`config.mk`:
```
export PLATFORM = sky130hd
export DESIGN_NAME = rr_prio_arbiter
export DESIGN_NICKNAME = d
export VERILOG_FILES = /design/src/rtl/rr_prio_arbiter.sv
export SDC_FILE = /design/constraint.sdc
export NUM_CORES = 1
export LEC_CHECK = 0
export ABC_AREA = 1
export CAP_MARGIN = 20
export CORE_AREA = 3 3 52 54
export DETAILED_ROUTE_END_ITERATION = 12
export DIE_AREA = 0 0 55 57
export PLACE_DENSITY = 0.76
export SLEW_MARGIN = 20
export SYNTH_ARGS = -nofsm -noshare
export SYNTH_HDL_FRONTEND = slang
export SYNTH_SLANG_ARGS = --single-unit
```
`constraint.sdc`:
```
create_clock -name clk -period 2.6 [get_ports clk]
set_input_delay 0.52 -clock clk [delete_from_list [all_inputs] [get_ports clk]]
set_output_delay 0.52 -clock clk [all_outputs]
set_load 0.1 [all_outputs]
```
`src/rtl/rr_prio_arbiter.sv`:
```
// rr_prio_arbiter
//   Two-level round-robin arbiter for num_master requesters of one shared
//   resource. Requesters flagged high priority are served first, and ties at
//   each level rotate round-robin. The owner keeps the grant until one of
//   these happens:
//     - it releases the resource;
//     - a high-priority requester preempts a low-priority owner;
//     - its tenure of max_hold cycles runs out while someone else waits.
//   The grant is registered, so it appears one edge after the request.
//
// Ports
//   clk          rising-edge clock
//   rst          asynchronous active-low reset (0 = reset)
//   req          per-master request, level sensitive
//   pri          per-master high-priority flag, only meaningful with req
//   grant        registered one-hot grant, or all zero
//   grant_id     encoded index of the granted master, 0 when none
//   grant_valid  high whenever any grant bit is set
module rr_prio_arbiter #(
  parameter int num_master = 4,
  parameter int max_hold   = 8,
  parameter int id_w       = $clog2(num_master)
) (
  input  logic                  clk,
  input  logic                  rst,
  input  logic [num_master-1:0] req,
  input  logic [num_master-1:0] pri,
  output logic [num_master-1:0] grant,
  output logic [id_w-1:0]       grant_id,
  output logic                  grant_valid
);

  // Wide enough to hold the saturated value max_hold.
  localparam int cnt_w = $clog2(max_hold + 1);

  typedef enum logic {
    IDLE = 1'b0,
    OWN  = 1'b1
  } state_t;

  state_t                state_q,    state_d;
  logic [num_master-1:0] grant_q,    grant_d;
  logic [id_w-1:0]       grant_id_q, grant_id_d;
  logic [id_w-1:0]       rr_ptr_q,   rr_ptr_d;
  logic [cnt_w-1:0]      hold_cnt_q, hold_cnt_d;

  // Re-arbitration triggers for the current owner.
  logic [num_master-1:0] others_req;
  logic                  owner_release;
  logic                  owner_preempt;
  logic                  owner_expire;

  // Arbitration datapath.
  logic [num_master-1:0] arb_req;
  logic [num_master-1:0] arb_pri_req;
  logic [num_master-1:0] cand;
  logic                  win_found;
  logic [id_w-1:0]       win_idx;
  logic [num_master-1:0] win_onehot;
  logic [id_w-1:0]       win_next_ptr;
  int                    scan_idx;

  // ---------------------------------------------------------------------
  // Owner status
  // ---------------------------------------------------------------------
  // In IDLE grant_q is zero, so others_req is simply req.
  assign others_req    = req & ~grant_q;
  assign owner_release = !req[grant_id_q];
  // Only a low-priority owner can be preempted, and only by a high-priority
  // requester other than itself.
  assign owner_preempt = !pri[grant_id_q] && (|(others_req & pri));
  // Tenure ends on the edge that would start cycle max_hold+1. A lone
  // requester is never re-granted through expiry; its counter just stays
  // saturated.
  assign owner_expire  = (int'(hold_cnt_q) >= max_hold - 1) && (|others_req);

  // ---------------------------------------------------------------------
  // Candidate selection
  // ---------------------------------------------------------------------
  // The owner is masked before the priority split. This lets a
  // high-priority owner whose tenure expired hand over to low-priority
  // waiters. On a release, the owner has no request anyway.
  assign arb_req     = (state_q == OWN) ? others_req : req;
  assign arb_pri_req = arb_req & pri;
  assign cand        = (|arb_pri_req) ? arb_pri_req : arb_req;

  // Round-robin scan: first set candidate at or above rr_ptr, wrapping.
  always_comb begin
    win_found = 1'b0;
    win_idx   = '0;
    scan_idx  = 0;
    for (int i = 0; i < num_master; i++) begin
      scan_idx = int'(rr_ptr_q) + i;
      if (scan_idx >= num_master) begin
        scan_idx = scan_idx - num_master;
      end
      if (!win_found && cand[scan_idx]) begin
        win_found = 1'b1;
        win_idx   = id_w'(scan_idx);
      end
    end
  end

  generate
    for (genvar gi = 0; gi < num_master; gi++) begin : g_win_onehot
      assign win_onehot[gi] = win_found && (win_idx == id_w'(gi));
    end
  endgenerate

  // The next search starts just past the winner.
  assign win_next_ptr = (win_idx == id_w'(num_master - 1)) ? '0 : win_idx + id_w'(1);

  // ---------------------------------------------------------------------
  // Next state
  // ---------------------------------------------------------------------
  always_comb begin
    state_d    = state_q;
    grant_d    = grant_q;
    grant_id_d = grant_id_q;
    rr_ptr_d   = rr_ptr_q;
    hold_cnt_d = hold_cnt_q;

    case (state_q)
      IDLE: begin
        if (|req) begin
          state_d    = OWN;
          grant_d    = win_onehot;
          grant_id_d = win_idx;
          rr_ptr_d   = win_next_ptr;
          hold_cnt_d = '0;
        end
      end
      OWN: begin
        if (int'(hold_cnt_q) < max_hold) begin
          hold_cnt_d = hold_cnt_q + cnt_w'(1);
        end
        if (owner_release || owner_preempt || owner_expire) begin
          if (win_found) begin
            grant_d    = win_onehot;
            grant_id_d = win_idx;
            rr_ptr_d   = win_next_ptr;
            hold_cnt_d = '0;
          end else begin
            state_d    = IDLE;
            grant_d    = '0;
            grant_id_d = '0;
            hold_cnt_d = '0;
          end
        end
      end
      default: begin
        state_d    = IDLE;
        grant_d    = '0;
        grant_id_d = '0;
        hold_cnt_d = '0;
      end
    endcase
  end

  // ---------------------------------------------------------------------
  // State registers
  // ---------------------------------------------------------------------
  always_ff @(posedge clk or negedge rst) begin
    if (!rst) begin
      state_q    <= IDLE;
      grant_q    <= '0;
      grant_id_q <= '0;
      rr_ptr_q   <= '0;
      hold_cnt_q <= '0;
    end else begin
      state_q    <= state_d;
      grant_q    <= grant_d;
      grant_id_q <= grant_id_d;
      rr_ptr_q   <= rr_ptr_d;
      hold_cnt_q <= hold_cnt_d;
    end
  end

  assign grant       = grant_q;
  assign grant_id    = grant_id_q;
  assign grant_valid = |grant_q;

  // ---------------------------------------------------------------------
  // Invariants
  // ---------------------------------------------------------------------
  ast_grant_onehot0: assert property (@(posedge clk) disable iff (!rst)
    $onehot0(grant_q));

  ast_grant_had_req: assert property (@(posedge clk) disable iff (!rst)
    (grant_q & ~$past(req)) == '0);

  ast_grant_id_match: assert property (@(posedge clk) disable iff (!rst)
    (|grant_q) ? (grant_q[grant_id_q] == 1'b1) : (grant_id_q == '0));

endmodule

```
* Word-level counts from Yosys, hierarchy flattened *
Cells that the tools add are included.

storage, ports and cells
  word-level logic and storage cells = 113
  output and inout port bits = 7
  input port bits = 10
  flip-flop bits (word level) = 13

cells by class
  mux-type cells = 51
  equal/unequal tests = 7
  reductions and logical operators = 25
  bitwise gates (word level) = 5
  $lt $le $gt $ge = 11
  add/subtract/negate cells = 9

operators with widths
  cell                                                                number
  < comparator 32 x 4 -> 1 bit (second input constant)                4
  2-to-1 mux 32 bit                                                   4
  2-to-1 mux 4 bit                                                    8
  2-to-1 mux 2 bit                                                    11
  OR reduction 4 bit                                                  5
  2-to-1 mux 1 bit                                                    17
  case mux 4 bit (2 select lines)                                     2
  AND 4 bit                                                           3
  binary-select mux 1 bit (select 2 bit)                              6
  subtractor 3 x 3 -> 4 bit (second input constant)                   3
  greater-or-equal comparator 3 bit (second input constant)           3
  logical AND 1 bit                                                   9
  case mux 2 bit (2 select lines)                                     2
  adder 2 x 2 -> 3 bit (second input constant)                        2
  logical NOT 1 bit                                                   5
  adder 4 x 1 -> 4 bit (second input constant)                        1
  equality test 2 bit (second input constant)                         2
  greater-or-equal comparator 4 x 3 -> 1 bit (second input constant)  1
  < comparator 4 bit (second input constant)                          1
  inequality test 2 x 1 -> 1 bit (second input constant)              2
  NOT 4 bit                                                           1
  AND reduction 2 bit                                                 2
  subtractor 2 x 3 -> 4 bit (second input constant)                   1
  adder 2 x 1 -> 3 bit (second input constant)                        1
  other kinds (11)                                                    12

* Logic depth before layout (Yosys ltp) *
  depth after elaboration = 24
  gate-level depth with buffers = 18
  depth with buffers taken out = 18

* Least setup slack after synthesis *
Ideal clock, no wire load.

  path kind = reg2reg
  from = reg grant_q[3], in the netlist grant[3]
  to = reg rr_ptr_q[1]
  cell stages (with the launch flop) = 15
  library setup time = 0.118 ns
  slack = -0.218 ns
  data arrival time = 2.700 ns
  required time = 2.482 ns
  clock period less this slack = 2.818 ns
  path buffers = 0
  cell sequence = dfrtp_1 -> a21oi_1 -> nand2_2 -> nand2_4 -> nor2_8 -> nand2_1 -> nand3_2 -> nand2_2 -> o21ai_4 -> nand4_4 -> nand2_1 -> nand2_2 -> ha_1 -> nand3_1 -> nand2_1

between the ends
  cells in the longest elaborated chain, start to end = 24
  elaborated cells between the ends (all ways) = 49
  classes of those cells = add/sub: 1; eq/ne: 3; mux: 27; bitwise: 4; reduce/logical: 14

ends and longest elaborated chain
  element                                                      RTL line  RTL
  from (decl)                                                  42        logic [num_master-1:0] grant_q, grant_d;
  from (signal assigned)                                       172       grant_q <= grant_d;
  NOT 4 bit (*)                                                67        assign others_req = req & ~grant_q;
  AND 4 bit (*)                                                67
  2-to-1 mux 4 bit (*)                                         83        assign arb_req = (state_q == OWN) ? others_req : req;
  AND 4 bit                                                    84        assign arb_pri_req = arb_req & pri;
  OR reduction 4 bit                                           85        assign cand = (|arb_pri_req) ? arb_pri_req : arb_req;
  2-to-1 mux 4 bit (*)                                         85
  binary-select mux 1 bit (select 2 bit)                       97        if (!win_found && cand[scan_idx]) begin
  2-to-1 mux 1 bit (not written as such) (2 in a row)          97
  [... 8 more ...]                                             n/a
  logical AND 1 bit                                            97
  2-to-1 mux 2 bit (*)                                         97
  adder 2 x 1 -> 2 bit or equality test 2 bit (tied branches)  111       assign win_next_ptr = (win_idx == id_w'(num_master - 1)) ? '0 : win_idx + id_w'(1);
  2-to-1 mux 2 bit (*)                                         111
  2-to-1 mux 2 bit                                             138       if (win_found) begin
  2-to-1 mux 2 bit                                             137       if (owner_release || owner_preempt || owner_expire) begin
  case mux 2 bit (2 select lines) (*)                          123       case (state_q)
  net rr_ptr_d[1]                                              44        logic [id_w-1:0] rr_ptr_q, rr_ptr_d;
  to (signal assigned)                                         174       rr_ptr_q <= rr_ptr_d;
  to (decl)                                                    44

Mark *: on every way through the listed nets, which the timed path passes. The rest lies on a longest branch. The select of a mux whose other input is x is not followed.
A chain may end at the register's enable or synchronous reset.

* Worst setup path after layout *
  from = in pri[0]
  to = reg rr_ptr_q[1]

between the ends
  cells in the longest elaborated chain, start to end = 21
  elaborated cells between the ends (all ways) = 47
  classes of those cells = add/sub: 1; eq/ne: 3; mux: 28; bitwise: 2; reduce/logical: 13

ends and longest elaborated chain
  element                                                      RTL line  RTL
  from (decl)                                                  27        input logic [num_master-1:0] pri,
  AND 4 bit (*)                                                84
  OR reduction 4 bit                                           85
  2-to-1 mux 4 bit (*)                                         85
  binary-select mux 1 bit (select 2 bit)                       97
  2-to-1 mux 1 bit (not written as such) (2 in a row)          97
  2-to-1 mux 1 bit                                             97
  logical NOT 1 bit                                            97
  logical AND 1 bit                                            97
  [... 5 more ...]                                             n/a
  logical AND 1 bit                                            97
  2-to-1 mux 2 bit (*)                                         97
  adder 2 x 1 -> 2 bit or equality test 2 bit (tied branches)  111
  2-to-1 mux 2 bit (*)                                         111
  2-to-1 mux 2 bit                                             138
  2-to-1 mux 2 bit                                             137
  case mux 2 bit (2 select lines) (*)                          123
  net rr_ptr_d[1]                                              44

Marked as above.

==> flow_summary_export.csv <==
group,metric,value,unit
logic_synthesis,ys_warn_count,0,
sta,fmax,405,MHz
logic_synthesis,ys_seq_area_share,26.7,%
clocking,root_buffer,"clkbuf_4",
sta,setup_tns,0,ns
cells_and_area,final_util,75.1,%
sta,hold_viol,0,
setup_path,rr_startpoint,"state_q",
sta,max_slew_margin,59.7,%
logic_synthesis,async_reset_ff_share,100,%
clocking,cts_tree,"yes",
setup_path,r2r_cells,15,
clocking,cts_buffer_depth,2,
setup_path,crit_path_start_kind,"primary input",
logic_synthesis,yosys_register_bits,13,
setup_path,cp_max_fo,5,
cells_and_area,fillers,174,
run_status,outcome,"finished, final reports clean",
global_route,first_global_vias,1258,
clocking,cts.sinks,13,
sta,skew,0.000792,ns
sta,post-route-period-util,95.0,%
logic_synthesis,synth_edf_count,0,
sta,finalCriticalPeriod,2.47,ns
global_route,track_usage,22.5,%
floorplan,fp.dieW,55,um
detailed_routing,post_drt_wl_per_cell,13.7,um
place,port_buffers,16,
floorplan,die_area,3140,um2
logic_synthesis,syn-num-nets,195,
setup_path,critPathCaptureType,"flop",
logic_synthesis,yosys_most_used_dff,"dfrtp_1",
sta,final-max-slew-violation-count,0,
setup_path,critical_path_arrival,2.66,ns
sta,setup_viol,0,
detailed_routing,ant_nets,0,
cells_and_area,syn2layout_area_growth,38.9,%
detailed_routing,dr.pass1.iters,4,
place,dp_hpwl,2.51,mm
cells_and_area,seq_area,330,um2
clocking,clkTransAtPathRegs,0.08,ns
setup_path,required,2.79,ns
global_route,grt-ovfl-total,0,
job,drv_cap,0,
worst_hold_path,hp-start,"hold_cnt_q[0]",
detailed_routing,drt_iter0_drc,55,
setup_path,crit_type,"primary input to flop",
cells_and_area,multi_input_area,861,um2
setup_path,r2r_setup_slack,0.15,ns
logic_synthesis,yosysUniqueCellTypes,26,
clocking,cts.htree.levels,1,
place,gp_congestion,0.859,
cells_and_area,layout_commonest_cell,"nand2_1",
floorplan,die_height,57,um
detailed_routing,vias,1384,
global_route,antenna_found_initial,0,
detailed_routing,drt-vias-per-instance,5.49,
clocking,hold_buffers,0,
setup_path,r2r_end,"rr_ptr_q[1]",
cells_and_area,antennaDiodeCount,0,
floorplan,initial_core_util,54.1,%
cells_and_area,layout-drive-gt1-share,36.2,%
global_route,grt_first_pass_wirelength,5.31,mm
detailed_routing,totalWireLength,3.46,mm
setup_path,crit_start,"pri[0]",
clocking,insertion_delay,0.29,ns
setup_path,critPathCapture,"rr_ptr_q[1]",
floorplan,rows,17,
floorplan,io_pins,17,
logic_synthesis,syn-instance-count,180,
logic_synthesis,syn_area,1220,um2
sta,max_slew.worst_pin.slew,0.603,ns
logic_synthesis,synth.avg_cell_area,6.78,um2
detailed_routing,drc,0,
global_route,grt_max_degree,14,
clocking,numCtsBuffers,3,
cells_and_area,fin_nets,240,
worst_hold_path,hold_path.class,"flop to flop",
floorplan,core,2250,um2
cells_and_area,layout_common_cells,"41 x nand2_1, 32 x buf_4, 26 x nand3_1",
-- final cells by class --
class / instances / area share (%)
clock buffers: 4 / 1.55
inverters: 21 / 4.65
multi-input cells: 143 / 50.8
flip-flops and latches: 13 / 19.5
well taps: 28 / 2.07
repair buffers: 43 / 21.4
-- registers in the layout (all words and copies together) (netlist names) --
signal,count
grant,4
hold_cnt_q,4
grant_id,2
rr_ptr_q,2
state_q,1
-- cells by family (layout without fill, tap and decap cells) --
kind of cell,count (synthesis),in the layout,share of synthesized area [%]
AO/OA/AOI/OAI,19,19,9.85
XOR/XNOR,3,3,2.15
adder cells (fa/ha/maj),5,5,5.13
buffers and inverters,24,68,7.90
flip-flops,13,13,26.7
multiplexers,2,2,1.64
AND/OR/NAND/NOR,114,114,46.7
-- worst min path at each step --
stage               depth (start not counted)  slack (ns)            end
finish                                      1        0.53  hold_cnt_q[0]
global route                                1        0.56  hold_cnt_q[0]
CTS                                         1        0.53  hold_cnt_q[0]
detailed placement                          1        0.52  hold_cnt_q[0]
global placement                            1        0.49  hold_cnt_q[0]
floorplan                                   0        0.22       grant[0]
-- cell usage after synthesis (2+ instances only) --
library cell  instances  area share, %
nor2_1               11            3.4
inv_1                20            6.2
nand2_4               2            1.8
nand2_1              47             14
dfrtp_1              13             27
a21oi_1               5            2.1
ha_1                  5            5.1
o21ai_1               2           0.82
o211ai_1              3            1.8
buf_2                 2           0.82
mux2i_1               2            1.6
xor2_1                3            2.2
nand2_2              12            6.2
nand4_1               5            2.6
nand3_1              32             13
o21ai_0               6            2.5
-- critical path, cell delays in order --
cell             delay, ns
clkdlybuf4s50_1       0.47
nand2_2               0.14
nand2_4               0.09
o21ai_1               0.24
nand3_2               0.11
nand3_2               0.09
nand2_2               0.12
nand2_2               0.11
nand2_1               0.08
nor2_1                0.12
nand2_1               0.08
nand2_2               0.10
ha_1                  0.24
nand3_1               0.09
nand2_1               0.06
-- through the flow --
stage,instances,setup slack (ns),area [um2],hold slack [ns]
floorplan,180,0.104,1220,0.224
global placement,243,-0.322,1550,0.492
detailed placement,243,-0.384,1550,0.523
CTS,247,0.000825,1590,0.534
global route,252,-0.0470,1690,0.558
finish,252,0.129,1690,0.529
-- routing by layer --
metal,up-vias,track usage [%],share of wire [%]
li1,686,-,-
met1,637,31.2,46
met2,56,35.5,47
met3,5,3.92,6.4
met4,0,6.25,1.1
met5,-,0,0
-- timing repair --
item                                    in CTS  in global routing
gates resized for setup                      5                 24
pin swaps                                    2                 19
endpoints found under the setup margin       4                  5
setup buffers                                0                  5
Power is left out: the tool's default activity adds up to more than one toggle a clock period on the data nets, which glitch-free logic cannot reach.
